`src/rtl/frv_mem_arbiter_if.sv`:
```
// rtl/frv_mem_arbiter_if.sv - req/gnt/recv/ack memory port bundle
// The master side issues requests and accepts responses; the slave side grants and responds.
interface frv_mem_arbiter_if;
    logic        req;
    logic        wen;
    logic [3:0]  strb;
    logic [31:0] wdata;
    logic [31:0] addr;
    logic        gnt;
    logic        recv;
    logic        ack;
    logic        error;
    logic [31:0] rdata;

    modport master (
        output req, wen, strb, wdata, addr, ack,
        input  gnt, recv, error, rdata
    );

    modport slave (
        input  req, wen, strb, wdata, addr, ack,
        output gnt, recv, error, rdata
    );
endinterface

```
`src/rtl/frv_mem_arbiter.sv`:
```
// rtl/frv_mem_arbiter.sv - fetch/load-store arbiter onto one in-order memory port
// Grants one requester per transaction, records owners in order and steers responses back.
module frv_mem_arbiter #(
    parameter int OUTSTANDING  = 2,
    parameter int STARVE_LIMIT = 4
) (
    input  logic                  g_clk,
    input  logic                  g_resetn,
    frv_mem_arbiter_if.slave      i_bus,
    frv_mem_arbiter_if.slave      d_bus,
    frv_mem_arbiter_if.master     m_bus,
    output logic                  rsp_orphan
);

    localparam int CW = $clog2(OUTSTANDING + 1);
    localparam int PW = (OUTSTANDING > 1) ? $clog2(OUTSTANDING) : 1;
    localparam int SW = $clog2(STARVE_LIMIT + 1);

    typedef enum logic {
        ST_IDLE,
        ST_HOLD
    } state_t;

    state_t                 r_state;
    state_t                 w_next_state;
    logic                   r_hold_d;
    logic [OUTSTANDING-1:0] r_owner_d;
    logic [PW-1:0]          r_wptr;
    logic [PW-1:0]          r_rptr;
    logic [CW-1:0]          r_count;
    logic [SW-1:0]          r_starve;
    logic                   r_orphan;

    logic w_full;
    logic w_empty;
    logic w_starved;
    logic w_sel_d;
    logic w_m_req;
    logic w_push;
    logic w_pop;
    logic w_head_d;
    logic w_m_ack;
    logic w_i_gnt;
    logic w_d_gnt;

    assign w_full    = (r_count == CW'(OUTSTANDING));
    assign w_empty   = (r_count == '0);
    assign w_starved = (r_starve == SW'(STARVE_LIMIT));
    assign w_head_d  = r_owner_d[r_rptr];

    // A held request keeps its owner even if the other requester becomes preferred.
    always_comb begin
        w_next_state = r_state;
        w_sel_d      = 1'b0;
        w_m_req      = 1'b0;
        case (r_state)
            ST_IDLE: begin
                w_sel_d = d_bus.req && !(i_bus.req && w_starved);
                w_m_req = (i_bus.req || d_bus.req) && !w_full;
                if (w_m_req && !m_bus.gnt) begin
                    w_next_state = ST_HOLD;
                end
            end
            ST_HOLD: begin
                w_sel_d = r_hold_d;
                w_m_req = 1'b1;
                if (m_bus.gnt) begin
                    w_next_state = ST_IDLE;
                end
            end
            default: begin
                w_next_state = ST_IDLE;
            end
        endcase
    end

    assign w_i_gnt = m_bus.gnt && w_m_req && !w_sel_d;
    assign w_d_gnt = m_bus.gnt && w_m_req && w_sel_d;
    assign w_push  = w_m_req && m_bus.gnt;
    assign w_m_ack = w_empty ? 1'b1 : (w_head_d ? d_bus.ack : i_bus.ack);
    assign w_pop   = m_bus.recv && w_m_ack && !w_empty;

    assign m_bus.req   = w_m_req;
    assign m_bus.wen   = w_sel_d ? d_bus.wen   : i_bus.wen;
    assign m_bus.strb  = w_sel_d ? d_bus.strb  : i_bus.strb;
    assign m_bus.wdata = w_sel_d ? d_bus.wdata : i_bus.wdata;
    assign m_bus.addr  = w_sel_d ? d_bus.addr  : i_bus.addr;
    assign m_bus.ack   = w_m_ack;

    assign i_bus.gnt   = w_i_gnt;
    assign d_bus.gnt   = w_d_gnt;
    assign i_bus.recv  = m_bus.recv && !w_empty && !w_head_d;
    assign d_bus.recv  = m_bus.recv && !w_empty && w_head_d;
    assign i_bus.rdata = m_bus.rdata;
    assign d_bus.rdata = m_bus.rdata;
    assign i_bus.error = m_bus.error;
    assign d_bus.error = m_bus.error;

    assign rsp_orphan  = r_orphan;

    always_ff @(posedge g_clk or negedge g_resetn) begin
        if (!g_resetn) begin
            r_state  <= ST_IDLE;
            r_hold_d <= 1'b0;
        end else begin
            r_state <= w_next_state;
            if (r_state == ST_IDLE) begin
                r_hold_d <= w_sel_d;
            end
        end
    end

    // Owner FIFO: one bit per outstanding request, 1 = load/store side.
    always_ff @(posedge g_clk or negedge g_resetn) begin
        if (!g_resetn) begin
            r_owner_d <= '0;
            r_wptr    <= '0;
            r_rptr    <= '0;
            r_count   <= '0;
        end else begin
            if (w_push) begin
                r_owner_d[r_wptr] <= w_sel_d;
                r_wptr <= (r_wptr == PW'(OUTSTANDING - 1)) ? '0 : r_wptr + 1'b1;
            end
            if (w_pop) begin
                r_rptr <= (r_rptr == PW'(OUTSTANDING - 1)) ? '0 : r_rptr + 1'b1;
            end
            r_count <= r_count + CW'(w_push) - CW'(w_pop);
        end
    end

    always_ff @(posedge g_clk or negedge g_resetn) begin
        if (!g_resetn) begin
            r_starve <= '0;
        end else if (!i_bus.req || w_i_gnt) begin
            r_starve <= '0;
        end else if (w_d_gnt && !w_starved) begin
            r_starve <= r_starve + 1'b1;
        end
    end

    always_ff @(posedge g_clk or negedge g_resetn) begin
        if (!g_resetn) begin
            r_orphan <= 1'b0;
        end else if (m_bus.recv && w_empty) begin
            r_orphan <= 1'b1;
        end
    end

endmodule

```
`src/flat_wrapper.sv`:
```
// flat-port wrapper written by rule: the top's interface ports become plain ports
module frv_mem_arbiter_flat 
#(
    parameter int OUTSTANDING  = 2,
    parameter int STARVE_LIMIT = 4
)
  (g_clk, g_resetn, rsp_orphan, i_bus_req, i_bus_wen, i_bus_strb, i_bus_wdata, i_bus_addr, i_bus_ack, i_bus_gnt, i_bus_recv, i_bus_error, i_bus_rdata, d_bus_req, d_bus_wen, d_bus_strb, d_bus_wdata, d_bus_addr, d_bus_ack, d_bus_gnt, d_bus_recv, d_bus_error, d_bus_rdata, m_bus_req, m_bus_wen, m_bus_strb, m_bus_wdata, m_bus_addr, m_bus_ack, m_bus_gnt, m_bus_recv, m_bus_error, m_bus_rdata);
  frv_mem_arbiter_if i_bus_i ();
  frv_mem_arbiter_if d_bus_i ();
  frv_mem_arbiter_if m_bus_i ();
  input  logic g_clk;
  input  logic g_resetn;
  output logic rsp_orphan;
  input wire logic [$bits(i_bus_i.req)-1:0] i_bus_req;
  input wire logic [$bits(i_bus_i.wen)-1:0] i_bus_wen;
  input wire logic [$bits(i_bus_i.strb)-1:0] i_bus_strb;
  input wire logic [$bits(i_bus_i.wdata)-1:0] i_bus_wdata;
  input wire logic [$bits(i_bus_i.addr)-1:0] i_bus_addr;
  input wire logic [$bits(i_bus_i.ack)-1:0] i_bus_ack;
  output wire logic [$bits(i_bus_i.gnt)-1:0] i_bus_gnt;
  output wire logic [$bits(i_bus_i.recv)-1:0] i_bus_recv;
  output wire logic [$bits(i_bus_i.error)-1:0] i_bus_error;
  output wire logic [$bits(i_bus_i.rdata)-1:0] i_bus_rdata;
  input wire logic [$bits(d_bus_i.req)-1:0] d_bus_req;
  input wire logic [$bits(d_bus_i.wen)-1:0] d_bus_wen;
  input wire logic [$bits(d_bus_i.strb)-1:0] d_bus_strb;
  input wire logic [$bits(d_bus_i.wdata)-1:0] d_bus_wdata;
  input wire logic [$bits(d_bus_i.addr)-1:0] d_bus_addr;
  input wire logic [$bits(d_bus_i.ack)-1:0] d_bus_ack;
  output wire logic [$bits(d_bus_i.gnt)-1:0] d_bus_gnt;
  output wire logic [$bits(d_bus_i.recv)-1:0] d_bus_recv;
  output wire logic [$bits(d_bus_i.error)-1:0] d_bus_error;
  output wire logic [$bits(d_bus_i.rdata)-1:0] d_bus_rdata;
  output wire logic [$bits(m_bus_i.req)-1:0] m_bus_req;
  output wire logic [$bits(m_bus_i.wen)-1:0] m_bus_wen;
  output wire logic [$bits(m_bus_i.strb)-1:0] m_bus_strb;
  output wire logic [$bits(m_bus_i.wdata)-1:0] m_bus_wdata;
  output wire logic [$bits(m_bus_i.addr)-1:0] m_bus_addr;
  output wire logic [$bits(m_bus_i.ack)-1:0] m_bus_ack;
  input wire logic [$bits(m_bus_i.gnt)-1:0] m_bus_gnt;
  input wire logic [$bits(m_bus_i.recv)-1:0] m_bus_recv;
  input wire logic [$bits(m_bus_i.error)-1:0] m_bus_error;
  input wire logic [$bits(m_bus_i.rdata)-1:0] m_bus_rdata;
  assign i_bus_i.req = i_bus_req;
  assign i_bus_i.wen = i_bus_wen;
  assign i_bus_i.strb = i_bus_strb;
  assign i_bus_i.wdata = i_bus_wdata;
  assign i_bus_i.addr = i_bus_addr;
  assign i_bus_i.ack = i_bus_ack;
  assign i_bus_gnt = i_bus_i.gnt;
  assign i_bus_recv = i_bus_i.recv;
  assign i_bus_error = i_bus_i.error;
  assign i_bus_rdata = i_bus_i.rdata;
  assign d_bus_i.req = d_bus_req;
  assign d_bus_i.wen = d_bus_wen;
  assign d_bus_i.strb = d_bus_strb;
  assign d_bus_i.wdata = d_bus_wdata;
  assign d_bus_i.addr = d_bus_addr;
  assign d_bus_i.ack = d_bus_ack;
  assign d_bus_gnt = d_bus_i.gnt;
  assign d_bus_recv = d_bus_i.recv;
  assign d_bus_error = d_bus_i.error;
  assign d_bus_rdata = d_bus_i.rdata;
  assign m_bus_req = m_bus_i.req;
  assign m_bus_wen = m_bus_i.wen;
  assign m_bus_strb = m_bus_i.strb;
  assign m_bus_wdata = m_bus_i.wdata;
  assign m_bus_addr = m_bus_i.addr;
  assign m_bus_ack = m_bus_i.ack;
  assign m_bus_i.gnt = m_bus_gnt;
  assign m_bus_i.recv = m_bus_recv;
  assign m_bus_i.error = m_bus_error;
  assign m_bus_i.rdata = m_bus_rdata;
  frv_mem_arbiter #(.OUTSTANDING(OUTSTANDING), .STARVE_LIMIT(STARVE_LIMIT)) u_core (.g_clk(g_clk), .g_resetn(g_resetn), .i_bus(i_bus_i), .d_bus(d_bus_i), .m_bus(m_bus_i), .rsp_orphan(rsp_orphan));
endmodule
```
`config.mk`:
```
export PLATFORM = sky130hd
export DESIGN_NAME = frv_mem_arbiter_flat
export DESIGN_NICKNAME = d
export VERILOG_FILES = /design/src/rtl/frv_mem_arbiter_if.sv /design/src/rtl/frv_mem_arbiter.sv /design/src/flat_wrapper.sv
export SDC_FILE = /design/constraint.sdc
export NUM_CORES = 1
export LEC_CHECK = 0
export CELL_PAD_IN_SITES_DETAIL_PLACEMENT = 0
export CELL_PAD_IN_SITES_GLOBAL_PLACEMENT = 2
export CORE_UTILIZATION = 10
export DETAILED_ROUTE_END_ITERATION = 7
export PLACE_DENSITY = 0.94
export SYNTH_ARGS = -nofsm -noshare
export SYNTH_HDL_FRONTEND = slang
export SYNTH_SLANG_ARGS = --single-unit
```
`constraint.sdc`:
```
create_clock -name g_clk -period 2.1 [get_ports g_clk]
set_clock_uncertainty 0.05 [all_clocks]
set_input_delay 0.42 -clock g_clk [delete_from_list [all_inputs] [get_ports g_clk]]
set_output_delay 0.42 -clock g_clk [all_outputs]
set_load 0.01 [all_outputs]
```
-- After elaboration in Yosys (flattened, before gate mapping)
Index checks and enable logic that the tools add are counted.
- muxes and demuxes: 20
- order comparisons: 3
- reduce and logical (&&, ||, !) cells: 27
- bitwise operators: 1
- add/subtract/negate cells: 5
- eq/ne operators: 2
- operator list (kind ; number):
    32-bit 2-to-1 mux ; 2
    1-bit logical AND ; 15
    1-bit 2-to-1 mux ; 10
    1-bit zero test ; 8
    3-bit 2-to-1 mux ; 2
    1-bit one-hot mux with 2 select lines ; 3
    1-bit by 2-bit < comparator with 1-bit output (second input constant) ; 2
    4-bit 2-to-1 mux ; 1
    3-bit by 1-bit adder with 3-bit output (second input constant) ; 1
    3-bit == test (second input constant) ; 1
    1-bit adder (second input constant) ; 2
    2-bit by 1-bit adder with 2-bit output ; 1
    2-bit bitwise mux ; 1
    2-bit == test (second input constant) ; 1
    2-bit zero test ; 1
    1-bit logical OR ; 2
    2-bit nonzero test ; 1
    2-bit by 1-bit subtractor with 2-bit output ; 1
    1-bit demux with 1-bit select ; 1
    1-bit >= comparator (second input constant) ; 1
    1-bit inverter ; 1
- bits of input ports: 179
- bits in registers: 12
- output and inout port bits: 142
- logic and storage cells: 66

-- Depth between registers and ports, before layout
Gate-level depths: netlist of the first run.
- depth in word-level cells: 9
- mapped depth: 8
- gate-level depth less buffers: 8

-- Worst setup path after synthesis of the first run
No wires, ideal clock.
- kind: reg-to-output
- start: register u_core.r_starve[0]
- end: output port m_bus_addr[0]
- path buffers: 2
- arrival: 1517 ps
- path slack: 113 ps
- cell stages (with the launch flop): 8
- cells stage by stage: dfrtp_1 > inv_1 > ha_1 > and3_1 > o21a_1 > buf_4 > buf_6 > mux2_2
- longest elaborated chain between the ends: 6
- ends and longest elaborated chain (what ; RTL line ; text):
    start, declared ; frv_mem_arbiter.sv:31 ; logic [SW-1:0] r_starve;
    start signal, assigned ; frv_mem_arbiter.sv:138 ; r_starve <= r_starve + 1'b1;
    3-bit == test ; frv_mem_arbiter.sv:48 ; assign w_starved = (r_starve == SW'(STARVE_LIMIT));
    1-bit logical AND ; frv_mem_arbiter.sv:58 ; w_sel_d = d_bus.req && !(i_bus.req && w_starved);
    1-bit zero test ; frv_mem_arbiter.sv:58 ;
    1-bit logical AND ; frv_mem_arbiter.sv:58 ;
    1-bit one-hot mux with 2 select lines ; frv_mem_arbiter.sv:56 ; case (r_state)
    32-bit 2-to-1 mux ; frv_mem_arbiter.sv:87 ; assign m_bus.addr = w_sel_d ? d_bus.addr : i_bus.addr;
    end, declared ; flat_wrapper.sv:38 ; output wire logic [$bits(m_bus_i.addr)-1:0] m_bus_addr;
No other way between the ends.

-- Worst setup path in the final report of the first run
- start: register u_core.r_starve[0]
- end: output port m_bus_wdata[30]
- longest elaborated chain between the ends: 6
- ends and longest elaborated chain (what ; RTL line ; text):
    3-bit == test ; frv_mem_arbiter.sv:48 ;
    1-bit logical AND ; frv_mem_arbiter.sv:58 ;
    1-bit zero test ; frv_mem_arbiter.sv:58 ;
    1-bit logical AND ; frv_mem_arbiter.sv:58 ;
    1-bit one-hot mux with 2 select lines ; frv_mem_arbiter.sv:56 ;
    32-bit 2-to-1 mux ; frv_mem_arbiter.sv:86 ; assign m_bus.wdata = w_sel_d ? d_bus.wdata : i_bus.wdata;
    end, declared ; flat_wrapper.sv:37 ; output wire logic [$bits(m_bus_i.wdata)-1:0] m_bus_wdata;
No other way between the ends.

==> results of run 1 <==
## routing by layer
layer,wire length (um),GRT usage (%)
met1,3100,6.39
met2,4480,13.7
met3,1010,1.56
met4,336,3.82
met5,0,0
## logic make-up (layout without fill, tap and decap cells)
kind of cell	after synthesis	after routing	synth area share (%)
adder cells (fa/ha/maj)	4	4	2.48
multiplexers	72	72	40.2
XOR/XNOR	3	3	1.30
buffers and inverters	85	293	30.9
AO/OA/AOI/OAI	14	14	4.95
flip-flops	12	12	14.9
AND/OR/NAND/NOR	21	21	5.33
## how the worst max path moves through the flow
stage	end	slack, ns	depth (start not counted)
final	m_bus_wdata[30]	-0.48	10
after global routing	m_bus_wdata[30]	-0.55	10
after floorplan	m_bus_addr[0]	0.11	7
after CTS	m_bus_strb[1]	-0.64	7
after detailed placement	m_bus_addr[15]	-0.71	6
after global placement	m_bus_wdata[2]	-0.71	6
## critical path: stages, from the launching register on
cell,delay [ns]
dfrtp_1,0.35
inv_2,0.06
ha_4,0.15
and3_4,0.16
o21a_4,0.25
buf_12,0.14
buf_8,0.12
buf_16,0.13
buf_6,0.11
mux2_4,0.29
buf_6,0.12
## cell usage after synthesis, drive strengths merged
cell type	number
mux2	70
clkinv	1
a21o	1
dfrtp	12
a31oi	2
and2	1
a211oi	1
nor2	6
buf	74
or3	1
nand2b	1
and3	2
o32ai	2
o221a	1
o21a	2
mux2i	2
xor2	1
nand3	1
xnor2	2
a41oi	1
nand2	7
o21ai	4
ha	4
inv	10
nor2b	2
## sequential cells by signal (all words and copies together), names as in the netlist
name,count
u_core.r_count,2
u_core.r_hold_d,1
u_core.r_owner_d,2
u_core.r_rptr,1
u_core.r_starve,3
u_core.r_state,1
u_core.r_wptr,1
u_core.rsp_orphan,1
## power breakdown
part           internal [mW]  switching, mW
clock                  0.287         0.0994
sequential             0.308         0.0507
combinational           1.45          0.854
total                   2.04           1.00
## layout by cell type (no fill, tap or decap), types with 5 or more instances in the layout
cell type and count:
mux2_4 17, inv_1 6, nand2_1 7, clkdlybuf4s15_2 15, buf_6 31, clkbuf_2 31, buf_4 37, dlygate4sd2_1 5
dfrtp_1 12, buf_8 5, mux2_2 53, clkdlybuf4s50_1 144
## metrics by stage
stage	area (um^2)	power (mW)	worst slack [ns]	utilization [%]	TNS (ns)
after floorplan	2020	1.38	0.113	-	0
after global placement	4160	2.26	-0.711	21.2	-48.40
after detailed placement	4160	2.26	-0.711	21.2	-48.50
after CTS	4500	2.85	-0.642	22.9	-31.83
after global routing	4650	3.26	-0.547	23.6	-29.16
final	4650	3.04	-0.484	23.6	-23.63
## what timing repair did
item                       CTS  global route
setup endpoints to repair   75            74
pin swaps                    0             5
gates resized for setup    167           147
buffers inserted            12            24
hold buffers                 0             0
cloned                       5             2
## layout make-up
class                           count  area share, %
Inverter                           11          0.942
Sequential cell                    12           6.46
Multi-Input combinational cell    114           26.2
Timing Repair Buffer              278           57.3
Tap cell                          265           7.14
Clock buffer                        4           1.91
==> impl_metrics.csv, run 1 <==
group,metric,value,unit
drt,avgRoutedWirePerCell,13.1,um
layout,antenna_cells,0,
sta,final_hold_viol_count,0,
floorplanning,coreArea,19700,um^2
power,power_density,655,nW/um^2
clocking,clkSinkCount,12,
layout,nNetsFinal,603,
sta,slew_viol_final,0,
grt,grt_pass1_vias,2162,
clocking,clkTransAtPathRegs,0.04,ns
clocking,cts_buffers,3,
floorplanning,rows,51,
drt,dr.pass1.iters,4,
worst_setup_path,timing.rr.end,"u_core.r_starve[2]",
sta,max_freq,387,MHz
worst_setup_path,crit_required,1.63,ns
worst_hold_path,min_path_cells,1,
sta,rsz0062_at_grt,"yes",
floorplanning,io_pins,321,
floorplanning,die_y,144,um
drt,finalWirelength,8930,um
synthesis,synth_top_cell_by_area,"mux2_2",
grt,track_usage,6.89,%
drt,vias,2282,
sta,max_slew_margin,62.9,%
clocking,worstSkewPairLatency,0.24,ns
synthesis,syn_avg_cell_area,9.58,um^2
layout,areaGrowthSynthToFinish,130,%
synthesis,netlist_top_cells_area,"mux2_2 38%, buf_4 25%, dfrtp_1 15%",
worst_setup_path,rrSetupSlack,0.07,ns
power,irDropWorstVdd,294,uV
floorplanning,die_w,144,um
worst_hold_path,hp-class,"reg -> reg",
run,maxCapViolCount,0,
clocking,clock_path_buffers,2,
place,hpwl,6560,um
status,violations,"setup timing",
floorplanning,die_area,20800,um^2
worst_setup_path,r2r_start,"u_core.r_starve[0]",
sta,setup_viol,70,
worst_setup_path,cp-start-kind,"register",
synthesis,synthCells,211,
floorplanning,start_util,10.3,%
synthesis,yosysWarnings,0,
worst_hold_path,min-delay-start,"u_core.rsp_orphan",
grt,gr-total-overflow,0,
status,status,"finished with violations",
place,placed_cells,642,
sta,period_share,123,%
drt,vias_per_cell,3.34,
sta,postLayoutSetupSlackWorst,-0.484,ns
sta,worstMarginPinSlew,0.554,ns
synthesis,ys_seq_area_share,14.9,%
sta,fin_crit,2.58,ns
power,power.leakage,2.00,nW
worst_setup_path,cp_max_fo,5,
synthesis,synth_area,2020,um^2
clocking,cts_tree,"built",
worst_setup_path,crit_type,"reg -> out",
place,globalplace.congestion,0.697,
layout,multiInputGateArea,1220,um^2
place,port_buffers,221,
grt,grt_max_degree,28,
layout,stdcell_count,684,
drt,drc,0,
worst_setup_path,cp-startpoint,"u_core.r_starve[0]",
layout,register_area,300,um^2
grt,grt_pass1_wl,10600,um
sta,whs,0.408,ns
synthesis,syn-num-nets,394,
worst_setup_path,r2r_cells,11,
worst_setup_path,cp.arrival,2.11,ns
drt,ant_nets,0,
clocking,cts_root_buffer,"clkbuf_16",
grt,antenna_found_initial,0,
synthesis,ys_ff_latch,12,
worst_hold_path,min_to,"u_core.rsp_orphan",
clocking,cts-htree-levels,1,
drt,drt-initial-drc-count,30,
synthesis,synth_cell_types,27,
layout,nFillCells,2158,
layout,drive_gt1_share,52.7,%
synthesis,synth_top_area_share,38.5,%
worst_setup_path,crit_path_end_kind,"primary output",
(Power assumes the default switching activity.)
==> run 2: changes to the inputs <==
--- a/config.mk
+++ b/config.mk
@@ -7,9 +7,11 @@
 export LEC_CHECK = 0
 export CELL_PAD_IN_SITES_DETAIL_PLACEMENT = 0
 export CELL_PAD_IN_SITES_GLOBAL_PLACEMENT = 2
-export CORE_UTILIZATION = 10
+export CORE_AREA = 2 2 125 127
 export DETAILED_ROUTE_END_ITERATION = 7
-export PLACE_DENSITY = 0.94
+export DIE_AREA = 0 0 127 129
+export DONT_BUFFER_PORTS = 1
+export PLACE_DENSITY = 0.55
 export SYNTH_ARGS = -nofsm -noshare
 export SYNTH_HDL_FRONTEND = slang
 export SYNTH_SLANG_ARGS = --single-unit
==> impl_metrics.csv, run 2 (synthesized netlist as in run 1, its figures left out) <==
group,metric,value,unit
sta,final_hold_viol_count,0,
layout,nFillCells,1664,
grt,grt_pass1_wl,9370,um
floorplanning,die_area,16400,um^2
worst_setup_path,crit_type,"reg -> out",
power,irDropWorstVdd,259,uV
layout,largest_register_ffs,3,
clocking,cts_buffers,3,
clocking,clkTransAtPathRegs,0.04,ns
clocking,cts-htree-levels,1,
layout,regMostFlops,"u_core.r_starve",
drt,finalWirelength,7650,um
layout,nNetsFinal,350,
drt,drt-initial-drc-count,83,
worst_hold_path,hp-class,"in -> reg",
layout,layout_commonest_cell,"mux2_4",
grt,grt_max_degree,26,
status,violations,"setup timing",
sta,setup-tns-final,-11.08,ns
layout,stdcell_area,2460,um^2
place,placed_cell_area,1740,um^2
layout,layout_common_cells,"70 x mux2_4, 12 x dfrtp_1, 11 x buf_4, 7 x nand2_1",
place,globalplace.congestion,0.657,
sta,whs,0.192,ns
floorplanning,die_y,129,um
worst_setup_path,crit_required,1.63,ns
worst_setup_path,crit_path_end_kind,"primary output",
layout,areaGrowthSynthToFinish,21.7,%
drt,vias_per_cell,3.88,
clocking,worstSkewPairLatency,0.24,ns
floorplanning,coreArea,15000,um^2
sta,slew_viol_final,0,
floorplanning,die_w,127,um
clocking,cts_root_buffer,"clkbuf_16",
layout,drive_gt1_share,68.7,%
power,power_density,977,nW/um^2
run,maxCapViolCount,0,
layout,reg.largest.list,"u_core.r_starve: 3 flops, u_core.r_count: 2 flops, u_core.r_owner_d: 2 flops",
sta,rsz0062_at_grt,"yes",
floorplanning,rows,45,
power,power.leakage,1.16,nW
place,port_buffers,0,
worst_setup_path,cp.arrival,1.83,ns
layout,stdcell_count,354,
sta,max_slew_margin,62.1,%
sta,period_share,110,%
worst_setup_path,cp-start-kind,"register",
sta,worstMarginPinSlew,0.566,ns
clocking,cts_tree,"built",
drt,dr.pass1.iters,4,
sta,max_freq,435,MHz
drt,avgRoutedWirePerCell,21.6,um
sta,fin_crit,2.30,ns
drt,drc,0,
floorplanning,io_pins,321,
status,status,"finished with violations",
grt,grt_pass1_vias,1466,
grt,track_usage,7.83,%
worst_setup_path,cp_max_fo,6,
sta,postLayoutSetupSlackWorst,-0.200,ns
grt,gr-total-overflow,0,
place,hpwl,5680,um
sta,setup_viol,71,
clocking,clock_path_buffers,2,
clocking,clkSinkCount,12,
drt,vias,1375,
place,placed_cells,329,
drt,ant_nets,0,
grt,antenna_found_initial,0,
floorplanning,start_util,13.5,%
layout,antenna_cells,0,
==> run 2: area by class of cell <==
cell class | instances | area [um^2] | area share (%)
multi-input combinational | 114 | 1410 | 57.5
tap | 188 | 235 | 9.57
sequential | 12 | 300 | 12.2
timing repair buffer | 25 | 368 | 15.0
clock buffer | 4 | 88.8 | 3.61
inverter | 11 | 53.8 | 2.19
==> run 2: layer usage <==
layer / track usage [%] / part of all wire [%]
met1: 9.08 / 36
met2: 14.2 / 51
met3: 1.58 / 9.9
met4: 2.97 / 2.2
met5: 0 / 0
==> run 2: path summary, 6_finish.rpt <==
kind	start	to	slack, ns	cells after the start
hold / removal	m_bus_gnt	u_core.r_state	0.19	1
min in group asynchronous	g_resetn	u_core.r_rptr	0.56	1
setup / recovery	u_core.r_starve[0]	m_bus_wdata[31]	-0.20	7
max in group asynchronous	g_resetn	u_core.r_starve[2]	1.06	1
setup reg to reg	u_core.r_starve[0]	u_core.r_owner_d[0]	0.06	11
hold reg to reg	u_core.r_rptr	u_core.r_rptr	0.47	1
==> run 2: timing repair <==
action / 4_1_cts / 5_1_grt
setup buffers: 10 / 4
pin swaps: 3 / 3
resized for setup: 72 / 23
cloned: 5 / 1
hold buffers: 1 / 0
hold endpoints to repair: 12 / 0
setup endpoints to repair: 71 / 72
==> run 2: power breakdown <==
group | switching (mW) | internal, mW | total (mW)
combinational | 0.724 | 0.910 | 1.63
clock | 0.104 | 0.288 | 0.392
sequential | 0.0682 | 0.308 | 0.376
total | 0.896 | 1.51 | 2.40
==> run 2: critical path, stage by stage, from the launching register on <==
cell and delay (ns):
dfrtp_1 0.36, inv_2 0.06, ha_4 0.15, and3_4 0.14
o21a_4 0.23, buf_12 0.15, clkbuf_16 0.17, mux2_4 0.32
==> run 2: metrics by stage <==
| step | total power [mW] | utilization, % | setup WS, ns |
|---|---|---|---|
| final | 2.40 | 16.4 | -0.200 |
| after global routing | 2.55 | 16.4 | -0.264 |
| after CTS | 2.27 | 15.5 | -0.234 |
| after detailed placement | 1.40 | 11.6 | -0.0105 |
| after global placement | 1.39 | 11.6 | 0.0331 |
| after floorplan | 1.38 | - | 0.113 |
